## config.mk

```make
export PLATFORM = sky130hd
export DESIGN_NAME = i2c_ioexp_multi_flat
export DESIGN_NICKNAME = d
export VERILOG_FILES = /design/src/rtl/i2c_ioexp_multi_if.sv /design/src/rtl/i2c_ioexp_multi.sv /design/src/flat_wrapper.sv
export SDC_FILE = /design/constraint.sdc
export NUM_CORES = 1
export LEC_CHECK = 0
export ABC_AREA = 1
export ABC_CLOCK_PERIOD_IN_PS = 5000
export BUFFER_PORTS_ARGS = -buffer_cell sky130_fd_sc_hd__buf_2
export CORE_UTILIZATION = 50
export DETAILED_ROUTE_END_ITERATION = 10
export PLACE_DENSITY = 0.74
export SYNTH_ARGS = -nofsm -noshare
export SYNTH_HDL_FRONTEND = slang
export SYNTH_SLANG_ARGS = --single-unit
```

## constraint.sdc

```tcl
create_clock -name clk_i -period 5 [get_ports clk_i]
set_input_delay 0.5 -clock clk_i [delete_from_list [all_inputs] [get_ports clk_i]]
set_output_delay 0.5 -clock clk_i [all_outputs]
set_load 0.05 [all_outputs]
```

## src/rtl/i2c_ioexp_multi_if.sv

```systemverilog
// Transaction handshake between the expander controller and the shared I2C engine.
interface i2c_ioexp_multi_if;
    logic       eng_start;
    logic [6:0] eng_addr;
    logic [1:0] eng_num_wr;
    logic [7:0] eng_wr_data0;
    logic [7:0] eng_wr_data1;
    logic [7:0] eng_wr_data2;
    logic [1:0] eng_num_rd;
    logic [7:0] eng_rd_data0;
    logic [7:0] eng_rd_data1;
    logic       eng_done;
    logic       eng_nack;

    modport master (
        output eng_start, eng_addr, eng_num_wr, eng_wr_data0, eng_wr_data1, eng_wr_data2,
        output eng_num_rd,
        input  eng_rd_data0, eng_rd_data1, eng_done, eng_nack
    );

    modport slave (
        input  eng_start, eng_addr, eng_num_wr, eng_wr_data0, eng_wr_data1, eng_wr_data2,
        input  eng_num_rd,
        output eng_rd_data0, eng_rd_data1, eng_done, eng_nack
    );
endinterface

```

## src/rtl/i2c_ioexp_multi.sv

```systemverilog
// Round-robin controller for up to four PCAL6416A expanders behind one I2C engine.
module i2c_ioexp_multi #(
    parameter int unsigned NUM_DEV     = 2,
    parameter logic [6:0]  BASE_ADDR   = 7'h20,
    parameter logic [3:0]  DEV_EN      = 4'b0011,
    parameter logic [63:0] INPUT_MASK  = 64'h0,
    parameter int unsigned POLL_CYCLES = 1_000_000,
    parameter int unsigned MAX_RETRY   = 3
) (
    input  logic                   clk_i,
    input  logic                   rst_i,
    input  logic [16*NUM_DEV-1:0]  out_data_i,
    input  logic [NUM_DEV-1:0]     irq_n_i,
    output logic [16*NUM_DEV-1:0]  in_data_o,
    output logic [NUM_DEV-1:0]     in_valid_o,
    output logic [NUM_DEV-1:0]     dev_fail_o,
    output logic                   ready_o,
    i2c_ioexp_multi_if.master      eng
);

    typedef enum logic [2:0] {
        StInitOut, StInitCfg, StInitRd, StScan, StIssue, StWaitDone, StNext
    } state_e;

    typedef enum logic [1:0] {TxOut, TxCfg, TxRd} kind_e;

    localparam logic [3:0]  DevMask    = (NUM_DEV >= 4) ? 4'hF : 4'((1 << NUM_DEV) - 1);
    localparam logic [3:0]  EnMask     = DEV_EN & DevMask;
    localparam logic [1:0]  LastDev    = 2'(NUM_DEV - 1);
    localparam logic [7:0]  MaxRetry   = 8'(MAX_RETRY);
    localparam logic [31:0] PollReload = 32'(POLL_CYCLES);

    state_e      state_q, state_d;
    logic [1:0]  ptr_q, ptr_d;
    kind_e       kind_q, kind_d;
    logic [7:0]  retry_q, retry_d;
    logic [31:0] poll_q, poll_d;
    logic        ready_q, ready_d;
    logic [3:0]  dev_fail_q, dev_fail_d;
    logic [3:0]  read_req_q, read_req_d;
    logic [3:0]  in_valid_q, in_valid_d;
    logic [15:0] shadow_q [4];
    logic [15:0] shadow_d [4];
    logic [15:0] in_data_q [4];
    logic [15:0] in_data_d [4];
    logic [6:0]  addr_q, addr_d;
    logic [1:0]  num_wr_q, num_wr_d, num_rd_q, num_rd_d;
    logic [7:0]  wr0_q, wr0_d, wr1_q, wr1_d, wr2_q, wr2_d;

    logic [63:0] out_pad;
    logic [63:0] in_pad;
    logic [15:0] out_arr [4];
    logic [3:0]  irq_low;
    logic [15:0] cur_out, cur_cfg;
    logic [1:0]  ptr_nxt;
    logic        cur_en, cur_elig, need_wr, need_rd, retry_left, init_finish, poll_exp;
    logic        ld_out, ld_cfg, ld_rd;

    // Shared decode of the device under the round-robin pointer.
    always_comb begin
        out_pad = 64'(out_data_i);
        irq_low = 4'(~irq_n_i);
        for (int k = 0; k < 4; k++) begin
            out_arr[k] = out_pad[16*k +: 16];
        end
        cur_out    = out_arr[ptr_q];
        cur_cfg    = INPUT_MASK[{ptr_q, 4'b0000} +: 16];
        ptr_nxt    = (ptr_q == LastDev) ? 2'd0 : ptr_q + 2'd1;
        cur_en     = EnMask[ptr_q];
        cur_elig   = cur_en && !dev_fail_q[ptr_q];
        need_wr    = cur_elig && (cur_out != shadow_q[ptr_q]);
        need_rd    = cur_elig && read_req_q[ptr_q];
        retry_left = retry_q < MaxRetry;
    end

    // FSM state register.
    always_ff @(posedge clk_i or posedge rst_i) begin
        if (rst_i) begin
            state_q <= StInitOut;
            ptr_q   <= 2'd0;
        end else begin
            state_q <= state_d;
            ptr_q   <= ptr_d;
        end
    end

    // FSM next state; init walks devices in order, run mode visits one device per pass.
    always_comb begin
        state_d     = state_q;
        ptr_d       = ptr_q;
        init_finish = 1'b0;
        unique case (state_q)
            StInitOut: begin
                if (cur_en) begin
                    state_d = StIssue;
                end else begin
                    ptr_d = ptr_nxt;
                    if (ptr_q == LastDev) begin
                        state_d     = StScan;
                        init_finish = 1'b1;
                    end
                end
            end
            StInitCfg, StInitRd: state_d = StIssue;
            StScan: begin
                if (need_wr || need_rd) state_d = StIssue;
                else                    ptr_d   = ptr_nxt;
            end
            StIssue: state_d = StWaitDone;
            StWaitDone: begin
                if (eng.eng_done) begin
                    if (eng.eng_nack && retry_left) begin
                        state_d = StIssue;
                    end else if (ready_q) begin
                        state_d = StNext;
                    end else if (!eng.eng_nack && kind_q == TxOut) begin
                        state_d = StInitCfg;
                    end else if (!eng.eng_nack && kind_q == TxCfg) begin
                        state_d = StInitRd;
                    end else begin
                        // Init of this device is finished (read done or device failed).
                        ptr_d = ptr_nxt;
                        if (ptr_q == LastDev) begin
                            state_d     = StScan;
                            init_finish = 1'b1;
                        end else begin
                            state_d = StInitOut;
                        end
                    end
                end
            end
            StNext: begin
                ptr_d   = ptr_nxt;
                state_d = StScan;
            end
            default: state_d = StInitOut;
        endcase
    end

    // Datapath next state: transaction loading, completion bookkeeping, request tracking.
    always_comb begin
        kind_d     = kind_q;
        retry_d    = retry_q;
        poll_d     = poll_q;
        ready_d    = ready_q | init_finish;
        dev_fail_d = dev_fail_q;
        read_req_d = read_req_q;
        in_valid_d = '0;
        shadow_d   = shadow_q;
        in_data_d  = in_data_q;
        addr_d     = addr_q;
        num_wr_d   = num_wr_q;
        num_rd_d   = num_rd_q;
        wr0_d      = wr0_q;
        wr1_d      = wr1_q;
        wr2_d      = wr2_q;
        poll_exp   = 1'b0;

        if (POLL_CYCLES != 0) begin
            if (poll_q <= 32'd1) begin
                poll_exp = 1'b1;
                poll_d   = PollReload;
            end else begin
                poll_d = poll_q - 32'd1;
            end
        end

        // Output writes take priority over reads in run mode.
        ld_out = (state_q == StInitOut && cur_en) || (state_q == StScan && need_wr);
        ld_cfg = (state_q == StInitCfg);
        ld_rd  = (state_q == StInitRd) || (state_q == StScan && !need_wr && need_rd);

        if (ld_out || ld_cfg || ld_rd) begin
            addr_d  = BASE_ADDR + 7'(ptr_q);
            retry_d = 8'd0;
        end
        if (ld_out) begin
            kind_d   = TxOut;
            num_wr_d = 2'd3;
            num_rd_d = 2'd0;
            wr0_d    = 8'h02;
            wr1_d    = cur_out[7:0];
            wr2_d    = cur_out[15:8];
        end else if (ld_cfg) begin
            kind_d   = TxCfg;
            num_wr_d = 2'd3;
            num_rd_d = 2'd0;
            wr0_d    = 8'h06;
            wr1_d    = cur_cfg[7:0];
            wr2_d    = cur_cfg[15:8];
        end else if (ld_rd) begin
            kind_d   = TxRd;
            num_wr_d = 2'd1;
            num_rd_d = 2'd2;
            wr0_d    = 8'h00;
            wr1_d    = 8'h00;
            wr2_d    = 8'h00;
        end

        if (state_q == StWaitDone && eng.eng_done) begin
            if (!eng.eng_nack) begin
                if (kind_q == TxOut) begin
                    // Shadow holds what was sent, so a mid-transaction change rewrites later.
                    shadow_d[ptr_q] = {wr2_q, wr1_q};
                end else if (kind_q == TxRd) begin
                    in_data_d[ptr_q]  = {eng.eng_rd_data1, eng.eng_rd_data0};
                    in_valid_d[ptr_q] = 1'b1;
                    read_req_d[ptr_q] = 1'b0;
                end
            end else if (retry_left) begin
                retry_d = retry_q + 8'd1;
            end else begin
                dev_fail_d[ptr_q] = 1'b1;
            end
        end

        // New requests win over a same-cycle clear; failed devices drop all pending work.
        read_req_d = (read_req_d | ((irq_low | {4{poll_exp}}) & EnMask)) & ~dev_fail_d;
    end

    // Datapath registers.
    always_ff @(posedge clk_i or posedge rst_i) begin
        if (rst_i) begin
            kind_q     <= TxOut;
            retry_q    <= 8'd0;
            poll_q     <= PollReload;
            ready_q    <= 1'b0;
            dev_fail_q <= '0;
            read_req_q <= '0;
            in_valid_q <= '0;
            addr_q     <= '0;
            num_wr_q   <= '0;
            num_rd_q   <= '0;
            wr0_q      <= '0;
            wr1_q      <= '0;
            wr2_q      <= '0;
            for (int k = 0; k < 4; k++) begin
                shadow_q[k]  <= '0;
                in_data_q[k] <= '0;
            end
        end else begin
            kind_q     <= kind_d;
            retry_q    <= retry_d;
            poll_q     <= poll_d;
            ready_q    <= ready_d;
            dev_fail_q <= dev_fail_d;
            read_req_q <= read_req_d;
            in_valid_q <= in_valid_d;
            addr_q     <= addr_d;
            num_wr_q   <= num_wr_d;
            num_rd_q   <= num_rd_d;
            wr0_q      <= wr0_d;
            wr1_q      <= wr1_d;
            wr2_q      <= wr2_d;
            shadow_q   <= shadow_d;
            in_data_q  <= in_data_d;
        end
    end

    // Outputs: start pulse decoded from state, everything else straight from registers.
    always_comb begin
        eng.eng_start    = (state_q == StIssue);
        eng.eng_addr     = addr_q;
        eng.eng_num_wr   = num_wr_q;
        eng.eng_num_rd   = num_rd_q;
        eng.eng_wr_data0 = wr0_q;
        eng.eng_wr_data1 = wr1_q;
        eng.eng_wr_data2 = wr2_q;
        ready_o          = ready_q;
        in_pad           = '0;
        for (int k = 0; k < 4; k++) begin
            in_pad[16*k +: 16] = in_data_q[k];
        end
        in_data_o  = in_pad[16*NUM_DEV-1:0];
        in_valid_o = in_valid_q[NUM_DEV-1:0];
        dev_fail_o = dev_fail_q[NUM_DEV-1:0];
    end

endmodule

```

## src/flat_wrapper.sv

```systemverilog
// flat-port wrapper written by rule: the top's interface ports become plain ports
module i2c_ioexp_multi_flat 
#(
    parameter int unsigned NUM_DEV     = 2,
    parameter logic [6:0]  BASE_ADDR   = 7'h20,
    parameter logic [3:0]  DEV_EN      = 4'b0011,
    parameter logic [63:0] INPUT_MASK  = 64'h0,
    parameter int unsigned POLL_CYCLES = 1_000_000,
    parameter int unsigned MAX_RETRY   = 3
)
  (clk_i, rst_i, out_data_i, irq_n_i, in_data_o, in_valid_o, dev_fail_o, ready_o, eng_eng_start, eng_eng_addr, eng_eng_num_wr, eng_eng_wr_data0, eng_eng_wr_data1, eng_eng_wr_data2, eng_eng_num_rd, eng_eng_rd_data0, eng_eng_rd_data1, eng_eng_done, eng_eng_nack);
  i2c_ioexp_multi_if eng_i ();
  input  logic clk_i;
  input  logic rst_i;
  input  logic [16*NUM_DEV-1:0] out_data_i;
  input  logic [NUM_DEV-1:0] irq_n_i;
  output logic [16*NUM_DEV-1:0] in_data_o;
  output logic [NUM_DEV-1:0] in_valid_o;
  output logic [NUM_DEV-1:0] dev_fail_o;
  output logic ready_o;
  output wire logic [$bits(eng_i.eng_start)-1:0] eng_eng_start;
  output wire logic [$bits(eng_i.eng_addr)-1:0] eng_eng_addr;
  output wire logic [$bits(eng_i.eng_num_wr)-1:0] eng_eng_num_wr;
  output wire logic [$bits(eng_i.eng_wr_data0)-1:0] eng_eng_wr_data0;
  output wire logic [$bits(eng_i.eng_wr_data1)-1:0] eng_eng_wr_data1;
  output wire logic [$bits(eng_i.eng_wr_data2)-1:0] eng_eng_wr_data2;
  output wire logic [$bits(eng_i.eng_num_rd)-1:0] eng_eng_num_rd;
  input wire logic [$bits(eng_i.eng_rd_data0)-1:0] eng_eng_rd_data0;
  input wire logic [$bits(eng_i.eng_rd_data1)-1:0] eng_eng_rd_data1;
  input wire logic [$bits(eng_i.eng_done)-1:0] eng_eng_done;
  input wire logic [$bits(eng_i.eng_nack)-1:0] eng_eng_nack;
  assign eng_eng_start = eng_i.eng_start;
  assign eng_eng_addr = eng_i.eng_addr;
  assign eng_eng_num_wr = eng_i.eng_num_wr;
  assign eng_eng_wr_data0 = eng_i.eng_wr_data0;
  assign eng_eng_wr_data1 = eng_i.eng_wr_data1;
  assign eng_eng_wr_data2 = eng_i.eng_wr_data2;
  assign eng_eng_num_rd = eng_i.eng_num_rd;
  assign eng_i.eng_rd_data0 = eng_eng_rd_data0;
  assign eng_i.eng_rd_data1 = eng_eng_rd_data1;
  assign eng_i.eng_done = eng_eng_done;
  assign eng_i.eng_nack = eng_eng_nack;
  i2c_ioexp_multi #(.NUM_DEV(NUM_DEV), .BASE_ADDR(BASE_ADDR), .DEV_EN(DEV_EN), .INPUT_MASK(INPUT_MASK), .POLL_CYCLES(POLL_CYCLES), .MAX_RETRY(MAX_RETRY)) u_core (.clk_i(clk_i), .rst_i(rst_i), .out_data_i(out_data_i), .irq_n_i(irq_n_i), .in_data_o(in_data_o), .in_valid_o(in_valid_o), .dev_fail_o(dev_fail_o), .ready_o(ready_o), .eng(eng_i));
endmodule
```

# Word level (Yosys, flattened, before mapping)
# Cells that the tools add are included.
[totals] regBits=221 elab_cells=172 output_inout_bits=73
[classes] add_sub_neg=4 eq_ne=19 shift=1 n_reduce_logical=30 n_lt_le_gt_ge=6 mux=77 bitwise_logic=12
[ops] cell="64-bit bitwise mux" n=2
[ops] cell="8-bit 2-to-1 mux" n=11
[ops] cell="16-bit 2-to-1 mux" n=5
[ops] cell="16-bit binary-select mux with 2-bit select" n=2
[ops] cell="64-bit by 7-bit indexed part select with 16-bit output (first input constant)" n=1
[ops] cell="2-bit 2-to-1 mux" n=21
[ops] cell="16-bit demux with 2-bit select" n=1
[ops] cell="32-bit by 1-bit less-or-equal comparator with 1-bit output (second input constant)" n=1
[ops] cell="32-bit 2-to-1 mux" n=1
[ops] cell="32-bit by 1-bit subtractor with 32-bit output (second input constant)" n=1
[ops] cell="4-bit 2-to-1 mux" n=7
[ops] cell="3-bit 2-to-1 mux" n=8
[ops] cell="3-bit case mux with 6 select lines" n=1
[ops] cell="16-bit inequality test" n=1
[ops] cell="2-bit inequality test (second input constant)" n=7
[ops] cell="1-bit logical AND" n=13
[ops] cell="1-bit 2-to-1 mux" n=12
[ops] cell="3-bit equality test (second input constant)" n=3
[ops] cell="8-bit by 1-bit adder with 8-bit output (second input constant)" n=1
[ops] cell="4-bit bitwise AND" n=2
[ops] cell="8-bit by 2-bit < comparator with 1-bit output (second input constant)" n=1
[ops] cell="4-bit inverter" n=2
[ops] cell="2-bit case mux with 4 select lines" n=1
[ops] cell="8-bit AND reduction" n=1
[ops] cell="other kinds (31)" n=43

# Logic depth before layout (Yosys ltp)
# Gate-level depths: netlist of run 1.
[logic_depth] ltp_word=15 ltp_mapped=19 mapped_depth_nobuf=18

# Worst setup path after synthesis of run 1
# Ideal clock, no wire load.
[synth_path] path_type="reg2reg" startpoint="register u_core.poll_q[0]" endpoint="register u_core.poll_q[26]" t_arrival_ns=1.930 setup_ns=0.151 path_stages_with_launch=14 path_buffers=0 setup_slack_ns=2.918 required_ns=4.849 cell_sequence="dfrtp_1 > inv_1 > ha_1 > inv_1 > nor2_2 > inv_1 > nor2_1 > nand3_2 > nor2_1 > nand2_1 > nor3_4 > nand2_1 > a22oi_1 > nor2_1"
[synth_via] elab_chain_cells=2 elab_cells_between_ends=3 cone_classes="1 x add/sub; 1 x order compare; 1 x mux"
[synth_rtl] item="start: declaration" line_no="i2c_ioexp_multi.sv:37" source="logic [31:0] poll_q, poll_d;"
[synth_rtl] item="start signal: assignment" line_no="i2c_ioexp_multi.sv:226" source="poll_q <= PollReload;"
[synth_rtl] item="start signal: assignment" line_no="i2c_ioexp_multi.sv:244" source="poll_q <= poll_d;"
[synth_rtl] item="32-bit by 1-bit subtractor with 32-bit output / 32-bit by 1-bit less-or-equal comparator with 1-bit output (equally long branches)" line_no="i2c_ioexp_multi.sv:164, i2c_ioexp_multi.sv:160"
[synth_rtl] item="32-bit 2-to-1 mux *" line_no="i2c_ioexp_multi.sv:160" source="if (poll_q <= 32'd1) begin"
[synth_rtl] item="named net u_core.poll_d[26]" line_no="i2c_ioexp_multi.sv:37"
# The timed path passes the listed nets; every way through them passes the cells marked *.
# A chain may end at the register's enable or synchronous reset.

# Worst setup path after layout of run 1
[layout_path] startpoint="register u_core.ptr_q[1]" endpoint="register u_core.num_wr_q[0], in the netlist u_core.eng.eng_num_wr[0]"
[layout_via] elab_chain_cells=11 elab_cells_between_ends=27 cone_classes="1 x eq/ne; 13 x mux; 1 x bitwise; 12 x reduce/logical"
[layout_rtl] item="start: declaration" line_no="i2c_ioexp_multi.sv:34" source="logic [1:0] ptr_q, ptr_d;"
[layout_rtl] item="start signal: assignment" line_no="i2c_ioexp_multi.sv:83" source="ptr_q <= ptr_d;"
[layout_rtl] item="2-bit inverter with 3-bit output (implied by the code)" line_no="i2c_ioexp_multi.sv:66, i2c_ioexp_multi.sv:71"
[layout_rtl] item="16-bit binary-select mux with 2-bit select (on tied branches)" line_no="i2c_ioexp_multi.sv:66, i2c_ioexp_multi.sv:71"
[layout_rtl] item="16-bit 2-to-1 mux (on tied branches) (2 in a row)" line_no="i2c_ioexp_multi.sv:66, i2c_ioexp_multi.sv:71"
[layout_rtl] item="16-bit inequality test" line_no="i2c_ioexp_multi.sv:71" source="need_wr = cur_elig && (cur_out != shadow_q[ptr_q]);"
[layout_rtl] item="1-bit logical AND" line_no="i2c_ioexp_multi.sv:71"
[layout_rtl] item="1-bit zero test" line_no="i2c_ioexp_multi.sv:171" source="ld_rd = (state_q == StInitRd) || (state_q == StScan && !need_wr && need_rd);"
[layout_rtl] item="1-bit logical AND (2 in a row)" line_no="i2c_ioexp_multi.sv:171"
[layout_rtl] item="1-bit logical OR" line_no="i2c_ioexp_multi.sv:171"
[layout_rtl] item="3-bit nonzero test (no source line)"
[layout_rtl] item="end signal: assignment" line_no="i2c_ioexp_multi.sv:250" source="num_wr_q <= num_wr_d;"
[layout_rtl] item="end: declaration" line_no="i2c_ioexp_multi.sv:47" source="logic [1:0] num_wr_q, num_wr_d, num_rd_q, num_rd_d;"
# Parallel ways exist; a longest one is shown, timed or not. The select of a mux whose other input is x is not followed.

==> results.cfg, run 1 <==
[global_routing]
grt_max_degree = 176
grt-ovfl-total = 0
grt_usage_pct = 24.2
grt_pass1_wl_um = 33200
grt_pass1_vias = 6744
grt_antenna_before_repair = 1

[timing]
finalMaxSlewViolations = 0
whs_ps = 250
setup_tns_ps = 0
rsz0062_at_grt = no
final_hold_viol_count = 0
fin_skew_ps = 12.7
setup_viol = 0
slew_headroom_pct = 28.0
finalCritPeriodShare_pct = 73.5
tightestPinTransition_ps = 1070
min_period_ps = 3670
fmax_mhz = 272

[floorplanning]
design.core.area_um2 = 16500
rows = 47
fp.dieH_um = 132
die-area_um2 = 17400
start_util_pct = 51.2
die_w_um = 132
io_pins = 127

[clock_tree]
cts_buffers = 17
holdBufCountCts = 0
htree_levels = 4
clk_pin_slew_worst_paths_ps = 70
cts_root_buffer = clkbuf_16
ctsResizeCount = 0
clk_path_buf_depth = 2
clk_latency_ps = 430
cts.sinks = 175
cts_setup_buffers = 0
tritoncts = done

[setup_path]
cp-startpoint = u_core.ptr_q[1]$_DFFE_PP0P_
crit_arrival_ps = 3980
crit_path_frequent_cell = nand2_1
cp_max_fo = 32
crit_path_cell_trace = inv_2 -> nand2_1 -> o21ai_1 -> inv_1 -> nand2_1 -> nand2_1 -> nor2_1 -> nand2_1 -> nor2_1 -> nand2_1 -> nand3_2 -> nand2_4 -> nor2_8 -> inv_2 -> or2_1
r2r-start = u_core.ptr_q[1]$_DFFE_PP0P_
r2r-end = u_core.eng.eng_num_wr[0]$_DFFE_PP0P_
required_ps = 5310
critPathCaptureType = flip-flop
r2r_cells = 15
critPathLaunchType = flip-flop
critPathMaxStageDelay_ps = 710
critPathKind = flip-flop to flip-flop
endpoint = u_core.eng.eng_num_wr[0]$_DFFE_PP0P_
rrSetupSlack_ps = 1330
crit_slowest_cell = dfrtp_1

[final_layout]
area_growth_pct = 14.8
stdcell_count = 1418
drive_gt1_share_pct = 15.9
final_common_cell = nand2_1
fin_nets = 1242
layout_common_cells = nand2_1 (372), dfrtp_1 (167), buf_2 (115)

[job]
max_cap_viol_count = 0

[pwr]
ir_drop_v = 0.000435
p_leak_nw = 5.15
powerDensity_nw_per_um2 = 552
power.internal_mw = 2.99
share_comb_of_total_power_pct = 37.9
p_sw_share_pct = 44.1
total_power_mw = 5.36
power_frac_clock_pct = 25.0
power.switching_mw = 2.36
sequentialPowerShare_pct = 37.1

[drt]
wl_per_cell_um = 13.9
dr_total_vias = 7092
dr.first_iter.drc_count = 491
vias_per_cell = 5.00
ant_nets = 0
routed_wl_um = 19700
dr.pass1.iters = 5
drc_errors = 0

[place]
hpwl_um = 13300
dp_cells = 1386
io_buffer_count = 115
routabilityCongestion = 0.813

[min_path]
worstHoldPathType = input pin to flip-flop

[synthesis]
async_flop_share_pct = 100
yosys_register_bits = 175
synth_warnings = 0
synthTopCellsByArea = dfrtp_1 (50%), nand2_1 (17%), o21ai_0 (6.6%), nor2_1 (4.9%), inv_1 (4.5%)
synth_cells = 1089
ys.flop_type = dfrtp_1
synth.distinct_cells = 45
synth_area_per_cell_um2 = 7.76
synth_top_area_cell = dfrtp_1
yosysTopAreaCellShare_pct = 49.7
synth_area_um2 = 8460
synth-edff-count = 0
synth_seq_area_share_pct = 51.9

[outcome]
status = finished, final reports clean
==> flip-flops by register name, summed over array words and instances, names as in the netlist <==
register,flops
u_core.shadow_q,64
u_core.in_data_o,32
u_core.poll_q,32
u_core.eng.eng_wr_data1,8
u_core.eng.eng_wr_data2,8
u_core.retry_q,8
u_core.dev_fail_q,4
u_core.read_req_q,4
u_core.eng.eng_addr,3
u_core.state_q,3
u_core.in_valid_q,2
u_core.ptr_q,2
u_core.eng.eng_num_rd,1
u_core.eng.eng_num_wr,1
u_core.eng.eng_wr_data0,1
u_core.kind_q,1
u_core.ready_o,1
==> power by group through the flow <==
stage | Sequential (mW) | Combinational, mW | Clock, mW
after floorplan | 2.35 | 1.23 | 0
after global placement | 2.00 | 2.00 | 0
after detailed placement | 2.00 | 2.03 | 0
after CTS | 1.98 | 2.04 | 1.37
after global routing | 2.03 | 2.26 | 1.42
final | 1.99 | 2.03 | 1.34
==> how the worst min path moves through the flow <==
stage / start / endpoint / slack, ps / cells past startpoint
CTS: irq_n_i[1] / u_core.read_req_q[1]$_DFF_PP0_ / 240 / 2
detailed placement: u_core.eng.eng_num_wr[0]$_DFFE_PP0P_ / u_core.eng.eng_num_wr[0]$_DFFE_PP0P_ / 450 / 1
global route: irq_n_i[1] / u_core.read_req_q[1]$_DFF_PP0_ / 240 / 2
global placement: u_core.dev_fail_q[2]$_DFF_PP0_ / u_core.dev_fail_q[2]$_DFF_PP0_ / 450 / 1
floorplan: u_core.dev_fail_q[2]$_DFF_PP0_ / u_core.dev_fail_q[2]$_DFF_PP0_ / 430 / 1
finish: irq_n_i[1] / u_core.read_req_q[1]$_DFF_PP0_ / 250 / 2
==> worst max-delay path: cells and delay by family (launching register included) <==
kind                   cells  cell delay, ps
AND/OR/NAND/NOR           11            1660
AO/OA/AOI/OAI              1             340
buffers and inverters      3             840
flip-flops                 1             710
==> through the flow <==
| step | setup slack, ps | utilization (%) | area, um^2 |
|---|---|---|---|
| after floorplan | 2270 | - | 8500 |
| after global placement | 1530 | 55.1 | 9100 |
| after detailed placement | 1350 | 55.1 | 9100 |
| after CTS | 1340 | 58.7 | 9710 |
| after global routing | 944 | 58.7 | 9710 |
| final | 1330 | 58.8 | 9710 |
==> routing by layer <==
layer | part of all wire [%] | track usage, % | vias to the layer above
met5 | 0 | 0 | -
met2 | 46 | 38.2 | 213
met1 | 47 | 32.9 | 3271
met3 | 6.4 | 6.46 | 26
met4 | 1.3 | 6.98 | 0
li1 | - | - | 3582
==> area by class of cell <==
| type | instances | area, um^2 |
|---|---|---|
| fill | 1497 | 6810 |
| sequential | 175 | 4390 |
| multi-input combinational | 754 | 3370 |
| timing repair buffer | 120 | 626 |
| clock buffer | 19 | 453 |
| inverter | 117 | 443 |
| tap | 220 | 275 |
| clock inverter | 12 | 153 |
| antenna | 1 | 2.50 |
==> synthesized netlist by cell type (all sizes together) (5+ instances only) <==
master,count
nor2,115
dfrtp,168
buf,29
xor2,9
clkbuf,24
o21ai,131
dfstp,7
nor3,11
xnor2,6
a21oi,6
nand2,373
nand4,5
nand3,52
inv,117
==> kinds of logic after synthesis <==
logic type,share of synthesized area [%]
simple gates,27.4
flops,51.9
buf+inv,8.70
compound gates,10.0
xor+xnor,1.55
fa+ha+maj,0.444
other cells,0.0443
Power figures use the tool's default switching activity.
==> run 2: changes to the inputs <==
--- a/config.mk
+++ b/config.mk
@@ -5,12 +5,12 @@
 export SDC_FILE = /design/constraint.sdc
 export NUM_CORES = 1
 export LEC_CHECK = 0
-export ABC_AREA = 1
-export ABC_CLOCK_PERIOD_IN_PS = 5000
+export ABC_AREA = 0
+export ABC_CLOCK_PERIOD_IN_PS = 3400
 export BUFFER_PORTS_ARGS = -buffer_cell sky130_fd_sc_hd__buf_2
 export CORE_UTILIZATION = 50
 export DETAILED_ROUTE_END_ITERATION = 10
-export PLACE_DENSITY = 0.74
+export PLACE_DENSITY = 0.72
 export SYNTH_ARGS = -nofsm -noshare
 export SYNTH_HDL_FRONTEND = slang
 export SYNTH_SLANG_ARGS = --single-unit
==> constraint.sdc (replaced) <==
create_clock -name clk_i -period 3.4 [get_ports clk_i]
set_input_delay 0.34 -clock clk_i [delete_from_list [all_inputs] [get_ports clk_i]]
set_output_delay 0.34 -clock clk_i [all_outputs]
set_load 0.05 [all_outputs]
==> run 2 against run 1 <==
Flip-flop and latch count decreased by 4; routed wire length decreased by 14%; via count decreased by 21%; power increased by 32%; utilization increased by 1.8 points; fmax increased by 20%; combinational power increased by 24%; final area decreased by 4.2%; critical path type unchanged; largest power group is now registers; highest routed layer unchanged.
==> results.cfg, run 2 <==
[synthesis]
synth.most_common_cell = dfrtp_1
synth_warnings = 0
yosysTopAreaCellShare_pct = 51.7
synthTopCellsByArea = dfrtp_1 (52%), mux2_2 (12%), mux4_2 (4.5%), nand2_1 (3.5%), nor2_1 (2.7%)
synth_area_per_cell_um2 = 11.8
synth.distinct_cells = 52
async_flop_share_pct = 100
synth_top_area_cell = dfrtp_1
synth_area_um2 = 7940
ys_top_cells_by_count = dfrtp_1 (164), mux2_2 (82), nand2_1 (73), nor2_1 (58), o21ai_0 (29)
synth_cells = 674
synth_seq_area_share_pct = 54.0
synth-edff-count = 0
yosys_register_bits = 171
ys.flop_type = dfrtp_1

[place]
routabilityCongestion = 0.847
hpwl_um = 11700
placed_area_um2 = 8750
dp_slack_ps = 288
io_buffer_count = 115
dp_cells = 983

[global_routing]
grt_pass1_wl_um = 28100
grt_usage_pct = 22.2
grt_antenna_before_repair = 0
grt-ovfl-total = 0
grt_pass1_vias = 5614
grt_max_degree = 120

[clock_tree]
tritoncts = done
htree_levels = 4
cts_root_buffer = clkbuf_16
cts_setup_buffers = 0
holdBufCountCts = 0
clk_path_buf_depth = 2
clk_latency_ps = 430
cts.sinks = 171
clk_pin_slew_worst_paths_ps = 70
cts_buffers = 17
ctsResizeCount = 0

[timing]
slew_headroom_pct = 54.3
tightestPinTransition_ps = 686
fmax_mhz = 326
whs_ps = 92.0
fin_skew_ps = 9.64
rsz0062_at_grt = no
setup_tns_ps = 0
finalCritPeriodShare_pct = 90.1
min_period_ps = 3060
final_hold_viol_count = 0
setup_ws_ps = 335
finalMaxSlewViolations = 0
setup_viol = 0

[setup_path]
crit_arrival_ps = 3370
cp_max_fo = 14
critPathKind = flip-flop to flip-flop
required_ps = 3710
critPathLaunchType = flip-flop
critPathCaptureType = flip-flop

[final_layout]
largest_register_ffs = 64
fin_nets = 848
stdcell_count = 1015
final_common_cell = dfrtp_1
layout_common_cells = dfrtp_1 (162), buf_2 (115), mux2_2 (82)
drive_gt1_share_pct = 36.1
fillers = 1244
largest-register = u_core.shadow_q
diodes = 0
area_growth_pct = 17.2
stdcell_area_um2 = 9300

[pwr]
powerDensity_nw_per_um2 = 760
p_leak_nw = 4.70
ir_drop_v = 0.000502

[floorplanning]
die_w_um = 128
start_util_pct = 51.6
io_pins = 127
die-area_um2 = 16400
fp.dieH_um = 128
design.core.area_um2 = 15400
rows = 45

[drt]
dr.pass1.iters = 5
ant_nets = 0
dr.first_iter.drc_count = 303
dr_total_vias = 5569
wl_per_cell_um = 16.6
drc_errors = 0
routed_wl_um = 16900
vias_per_cell = 5.49

[outcome]
status = finished, final reports clean

[job]
max_cap_viol_count = 0

[min_path]
worstHoldPathType = input pin to async pin
==> run 2: cell types whose count changed after synthesis, sizes merged, moves of 45 or more <==
cell,previous run,this run
o21ai,131,29
nand2,373,73
mux2,0,82
nand3,52,7
nor2,115,58
inv,117,10
==> run 2: stage by stage <==
stage | power [mW] | util (%)
floorplan | 4.67 | -
global placement | 5.22 | 56.9
detailed placement | 5.29 | 56.9
CTS | 7.11 | 60.5
global route | 7.41 | 60.5
finish | 7.07 | 60.5
==> run 2: cells by family after synthesis <==
group | share of synthesized area (%)
AO/OA/AOI/OAI | 6.81
XOR/XNOR | 2.76
adder cells (fa/ha/maj) | 0.473
buffers and inverters | 3.89
flip-flops | 54.0
multiplexers | 18.2
other | 0.0473
AND/OR/NAND/NOR | 13.8
==> run 2: layout make-up <==
type / instances / area (um^2) / share of cell area [%]
sequential: 171 / 4290 / 46.1
multi-input combinational: 456 / 3380 / 36.4
timing repair buffer: 134 / 768 / 8.26
clock buffer: 19 / 443 / 4.76
tap: 211 / 264 / 2.84
clock inverter: 13 / 111 / 1.20
inverter: 11 / 45.0 / 0.484
==> run 2: path summary, 6_finish.rpt <==
check	cells after the start	startpoint	slack [ps]	endpoint
worst max register to register	8	u_core.ptr_q[0]$_DFFE_PP0P_	340	u_core.eng.eng_addr[1]$_DFFE_PP0P_
max in group asynchronous	3	rst_i	2780	u_core.ptr_q[0]$_DFFE_PP0P_
worst min register to register	1	u_core.eng.eng_addr[5]$_DFFE_PP0P_	480	u_core.eng.eng_addr[5]$_DFFE_PP0P_
min in group clk_i	2	irq_n_i[1]	90	u_core.read_req_q[1]$_DFF_PP0_
worst max-delay path	8	u_core.ptr_q[0]$_DFFE_PP0P_	340	u_core.eng.eng_addr[1]$_DFFE_PP0P_
worst min-delay path	3	rst_i	90	u_core.eng.eng_addr[0]$_DFFE_PP0P_
==> run 2: worst max-delay path, stage by stage (launching register included) <==
cell     delay (ps)
dfrtp_2         580
buf_12          220
mux4_2          520
or3_1           350
nand4_1          90
nor4_1           90
a211o_1         360
a21oi_1         360
mux2_2          380
==> run 2: layer usage <==
metal	vias up	track usage [%]	part of all wire, %
met5	-	0	0
met4	0	6.44	1.0
met3	15	6.84	6.2
met1	2777	29.8	46
li1	2594	-	-
met2	183	34.8	46
==> run 2: power by group <==
part	internal, mW	switching (mW)
Clock	0.973	0.838
Sequential	2.39	0.347
Combinational	0.891	1.63
